## src/rtl/sum_of_squares.sv

```systemverilog
`default_nettype none
// +--------------------------------------------------------------------------+
// | Module   : sum_of_squares                                                |
// | Brief    : Streaming energy accumulator. Squares signed samples, sums    |
// |            the squares over a last-delimited vector and emits one 32-bit |
// |            unsigned sum per vector, fixed three-cycle latency.           |
// | Options  : SOS_SATURATE_EN - clamp the sum to 32'hFFFF_FFFF on overflow  |
// |            (default build wraps modulo 2^32).                            |
// | Revision : 1.0 - initial release                                         |
// +--------------------------------------------------------------------------+
module sum_of_squares #(
  parameter int SAMPLE_W = 16,
  parameter int CNT_W    = 16
) (
  input  logic                       clock,
  input  logic                       reset,
  input  logic signed [SAMPLE_W-1:0] sample_in,
  input  logic                       sample_valid,
  input  logic                       sample_last,
  output logic [31:0]                data_out,
  output logic                       data_valid,
  output logic                       overflow,
  output logic [CNT_W-1:0]           vec_len
);

  localparam logic [CNT_W-1:0] CNT_MAX = {CNT_W{1'b1}};
  localparam logic [CNT_W-1:0] CNT_ONE = CNT_W'(1);

  // Stage 1: input register
  logic signed [SAMPLE_W-1:0] s1_sample_q;
  logic                       s1_valid_q;
  logic                       s1_last_q;

  // Stage 2: square register
  logic [31:0]                s2_sq_q;
  logic [31:0]                s2_sq_d;
  logic                       s2_valid_q;
  logic                       s2_last_q;
  logic signed [2*SAMPLE_W-1:0] prod;

  // Stage 3: accumulator state and output register
  logic [31:0]                acc_q;
  logic [31:0]                acc_d;
  logic [CNT_W-1:0]           cnt_q;
  logic [CNT_W-1:0]           cnt_d;
  logic                       ovf_q;
  logic                       ovf_d;
  logic                       first_q;
  logic [32:0]                acc_sum;
  logic [31:0]                acc_base;

  logic [31:0]                data_out_q;
  logic                       data_valid_q;
  logic                       overflow_q;
  logic [CNT_W-1:0]           vec_len_q;

  // Capture the incoming sample; reset drops a coincident sample.
  always_ff @(posedge clock) begin
    if (reset) begin
      s1_sample_q <= '0;
      s1_valid_q  <= 1'b0;
      s1_last_q   <= 1'b0;
    end else begin
      s1_sample_q <= sample_in;
      s1_valid_q  <= sample_valid;
      s1_last_q   <= sample_valid & sample_last;
    end
  end

  // Square the sample; the result is non-negative and at most 2^(2*SAMPLE_W-2),
  // so widening the signed product to 32 bits never changes its value.
  always_comb begin
    prod    = s1_sample_q * s1_sample_q;
    s2_sq_d = 32'(unsigned'(prod));
  end

  // Register the square together with its valid/last tags.
  always_ff @(posedge clock) begin
    if (reset) begin
      s2_sq_q    <= '0;
      s2_valid_q <= 1'b0;
      s2_last_q  <= 1'b0;
    end else begin
      s2_sq_q    <= s2_sq_d;
      s2_valid_q <= s1_valid_q;
      s2_last_q  <= s1_last_q;
    end
  end

  // Next-state accumulation: a new vector starts from zero when first_q is set.
  always_comb begin
    acc_base = first_q ? 32'd0 : acc_q;
    acc_sum  = {1'b0, acc_base} + {1'b0, s2_sq_q};
    ovf_d    = (first_q ? 1'b0 : ovf_q) | acc_sum[32];
`ifdef SOS_SATURATE_EN
    acc_d    = ovf_d ? 32'hFFFF_FFFF : acc_sum[31:0];
`else
    acc_d    = acc_sum[31:0];
`endif
    if (first_q) begin
      cnt_d = CNT_ONE;
    end else if (cnt_q == CNT_MAX) begin
      cnt_d = cnt_q;
    end else begin
      cnt_d = cnt_q + CNT_ONE;
    end
  end

  // Update accumulator on valid elements only; bubbles leave state untouched.
  always_ff @(posedge clock) begin
    if (reset) begin
      acc_q   <= '0;
      cnt_q   <= '0;
      ovf_q   <= 1'b0;
      first_q <= 1'b1;
    end else if (s2_valid_q) begin
      acc_q   <= acc_d;
      cnt_q   <= cnt_d;
      ovf_q   <= ovf_d;
      first_q <= s2_last_q;
    end
  end

  // Load the result register when the closing element reaches stage 3.
  always_ff @(posedge clock) begin
    if (reset) begin
      data_out_q   <= '0;
      data_valid_q <= 1'b0;
      overflow_q   <= 1'b0;
      vec_len_q    <= '0;
    end else begin
      data_valid_q <= s2_valid_q & s2_last_q;
      if (s2_valid_q && s2_last_q) begin
        data_out_q <= acc_d;
        overflow_q <= ovf_d;
        vec_len_q  <= cnt_d;
      end
    end
  end

  assign data_out   = data_out_q;
  assign data_valid = data_valid_q;
  assign overflow   = overflow_q;
  assign vec_len    = vec_len_q;

endmodule
`default_nettype wire

```

## config.mk

```make
export PLATFORM = sky130hd
export DESIGN_NAME = sum_of_squares
export DESIGN_NICKNAME = d
export VERILOG_FILES = /design/src/rtl/sum_of_squares.sv
export SDC_FILE = /design/constraint.sdc
export NUM_CORES = 1
export LEC_CHECK = 0
export CAP_MARGIN = 20
export CORE_MARGIN = 10
export CORE_UTILIZATION = 50
export DETAILED_ROUTE_END_ITERATION = 8
export PLACE_DENSITY = 0.71
export SYNTH_ARGS = -nofsm -noshare
export SYNTH_HDL_FRONTEND = slang
export SYNTH_SLANG_ARGS = --single-unit
```

## constraint.sdc

```tcl
create_clock -name clock -period 12.7 [get_ports clock]
set_input_delay 2.54 -clock clock [delete_from_list [all_inputs] [get_ports clock]]
set_output_delay 2.54 -clock clock [all_outputs]
set_load 0.005 [all_outputs]
```

==> flow_summary.ini <==
[sta]
hold_viol = 0
max-slew-margin-rel = 0.3978
min_period_ns = 6.821
rsz0062_at_grt = false
fin_skew_ns = 0.01975
tns_ns = 0
finalCritPeriodShare = 0.5371
fmax_mhz = 146.6
setup_violations = 0
drv_slew = 0
hold_ws_ns = 0.4397
worst_pin_slew_ns = 0.9020

[cts]
cts_root_buf = clkbuf_16
post_cts_buffers = 0
hold_buffers = 0
numCtsBuffers = 17
tritoncts = built
cts_sinks = 151
clk_latency_ns = 0.45
ctsResizeCount = 0
htreeDepth = 4
clk_pin_slew_ns = 0.08
clock_path_buffers = 2

[detailed_routing]
wire_per_inst_um = 16.49
drt.antenna.violating_nets = 0
routed-via-count = 12100
wirelength_mm = 37.06
remaining_drc_errors = 0
drt_first_iter_violations = 844
drtPass1Iterations = 5
post_drt_via_cell_ratio = 5.384

[worst_setup_path]
required_ns = 13.03
rr_worst_depth = 18
r2r-end = s2_sq_q[30]$_SDFF_PP0_
rr_startpoint = s1_sample_q[15]$_SDFF_PP0_
crit_path_start_kind = flop
worstSetupStartpoint = s1_sample_q[15]$_SDFF_PP0_
r2r_slack_ns = 5.88
crit_path_end_kind = flop
worstPathMaxFanout = 19
worstPathArrival_ns = 7.15
crit_type = flop to flop

[power]
ir_worst_vdd_v = 0.0001086
p_total_w = 0.002151
power_density_nw_per_um2 = 121.1
power_leakage_nw = 8.262

[placed_design]
gp_congestion = 0.9306
dpl_cell_area_um2 = 17150
place_hpwl_mm = 29.20
port_buffers = 69

[yosys]
ys_ff_latch = 151
async_reset_ff_frac = 0
synth_cell_type_count = 77
syn-mean-instance-area_um2 = 8.937
synth.area.top_cells = fa_1, dfxtp_1, ha_1
yosysTopAreaCellShare = 0.2921
netlist_area_um2 = 16180
synth_seq_area_share = 0.1869
synth_top_area_cell = fa_1
synth_enable_flop_cells = 0
netlist_instances = 1810
mappedNetlistNets = 2187
synth_flop_cell = dfxtp_1
yosysWarnings = 0

[finish]
area_growth_pct = 9.847
fin_area_um2 = 17770
nets = 2210
diodes = 0
regArea_um2 = 3024
fillers = 2807
final_core_util = 0.5602
multi_input_area_um2 = 11520
mostFrequentLayoutCells = inv_1, fa_1, dfxtp_1
final_common_cell = inv_1
layout-drive-gt1-share = 0.04171

[global_route]
grt_pass1_vias = 12820
grtUsageMet2 = 0.3375
grt_first_pass_wirelength_mm = 63.42
antenna_found_initial = 0
grt_use_met1 = 0.2490
grtUsageTotal = 0.1960
grt_overflow = 0
met3_usage = 0.03600
top_usage_layer = met2
grt_max_degree = 65

[run]
drv_cap = 0

[floorplan]
core_um2 = 31720
start_util = 0.5100
dieArea_um2 = 39950
die-height_um = 199.9
rows = 65
io_pins = 70
die_w_um = 199.9

[min_path]
hold_depth = 1
worstHoldEndpoint = s2_valid_q$_SDFF_PP0_
hold_class = flop to flop
hold_path.startpoint = s1_valid_q$_SDFF_PP0_

[status]
status = finished, final reports clean
==> flip-flops by register name, summed over array words and instances (netlist names) <==
register,flops
acc_q,32
data_out,32
s2_sq_q,31
cnt_q,16
s1_sample_q,16
vec_len,16
data_valid,1
first_q,1
overflow,1
ovf_q,1
s1_last_q,1
s1_valid_q,1
s2_last_q,1
s2_valid_q,1
==> layout make-up <==
cell class                      instances  share of cell area
Clock inverter                         15            0.009577
Inverter                              363             0.07668
Timing Repair Buffer                   76             0.04281
Multi-Input combinational cell       1224              0.6485
Clock buffer                           17             0.02394
Sequential cell                       151              0.1702
Tap cell                              402             0.02831
==> metal layers <==
layer	part of all wire	wire (um)
met5	0	0
met4	0.017	614
met3	0.058	2142
met2	0.48	17880
met1	0.44	16420
==> Yosys cell counts (4+ instances only) <==
cell	count
inv_1	359
fa_1	236
dfxtp_1	151
nand2_1	131
nor2_1	125
ha_1	121
a21oi_1	63
nor2b_1	57
clkbuf_1	55
xnor2_1	52
o21ai_0	50
and2_1	44
nand3_1	36
nor3_1	33
mux2i_1	26
a22o_1	24
a21o_1	19
a211oi_1	16
xor2_1	16
a31oi_1	12
o21a_1	12
and3_1	11
buf_1	10
o21ai_1	10
or3_1	9
nand4_1	8
buf_2	7
nand2b_1	7
nand4b_1	7
o21bai_1	7
a31o_2	5
o211ai_1	5
o21ai_2	5
a21boi_0	4
a32o_1	4
o2111ai_1	4
or4_1	4
==> worst max-delay path, cell delays in order (launching register included) <==
cell	delay, ns
dfxtp_1	0.74
inv_1	0.39
nor2_1	0.32
fa_1	0.61
fa_1	0.75
fa_1	0.50
fa_1	0.50
fa_1	0.50
inv_1	0.05
fa_1	0.47
inv_1	0.04
ha_1	0.33
o21ai_0	0.17
nor3_1	0.21
a21boi_0	0.43
o2111ai_1	0.20
nand4_1	0.12
a31oi_1	0.09
mux2_2	0.27
==> through the flow <==
step | setup slack (ns) | cells
CTS | 5.927 | 2247
finish | 5.879 | 2248
floorplan | 6.566 | 1810
global route | 5.490 | 2248
detailed placement | 5.934 | 2215
global placement | 6.152 | 2215
==> cells by family after synthesis <==
group | count (synthesis) | share of synthesized area
buffers and inverters | 435 | 0.1015
xor gates and xnor gates | 68 | 0.03682
and+or+nand+nor | 487 | 0.1457
AOI/OAI and AO/OA | 285 | 0.1267
adders and majority gates | 357 | 0.3857
DFF | 151 | 0.1869
muxes | 27 | 0.01679
==> how the worst max path moves through the flow <==
stage,cells past startpoint,to,slack (ns)
floorplan,21,s2_sq_q[30]$_SDFF_PP0_,6.57
global placement,18,s2_sq_q[30]$_SDFF_PP0_,6.15
detailed placement,18,s2_sq_q[30]$_SDFF_PP0_,5.93
CTS,18,s2_sq_q[30]$_SDFF_PP0_,5.93
global route,18,s2_sq_q[26]$_SDFF_PP0_,5.49
finish,18,s2_sq_q[30]$_SDFF_PP0_,5.88
==> report_power, final <==
group	switching, W	internal [W]	total [W]
registers	0.0000330	0.000519	0.000552
clock network	0.000250	0.000266	0.000516
logic	0.000637	0.000446	0.00108
total	0.000920	0.00123	0.00215
No activity file was read; power rests on OpenSTA's default activity.
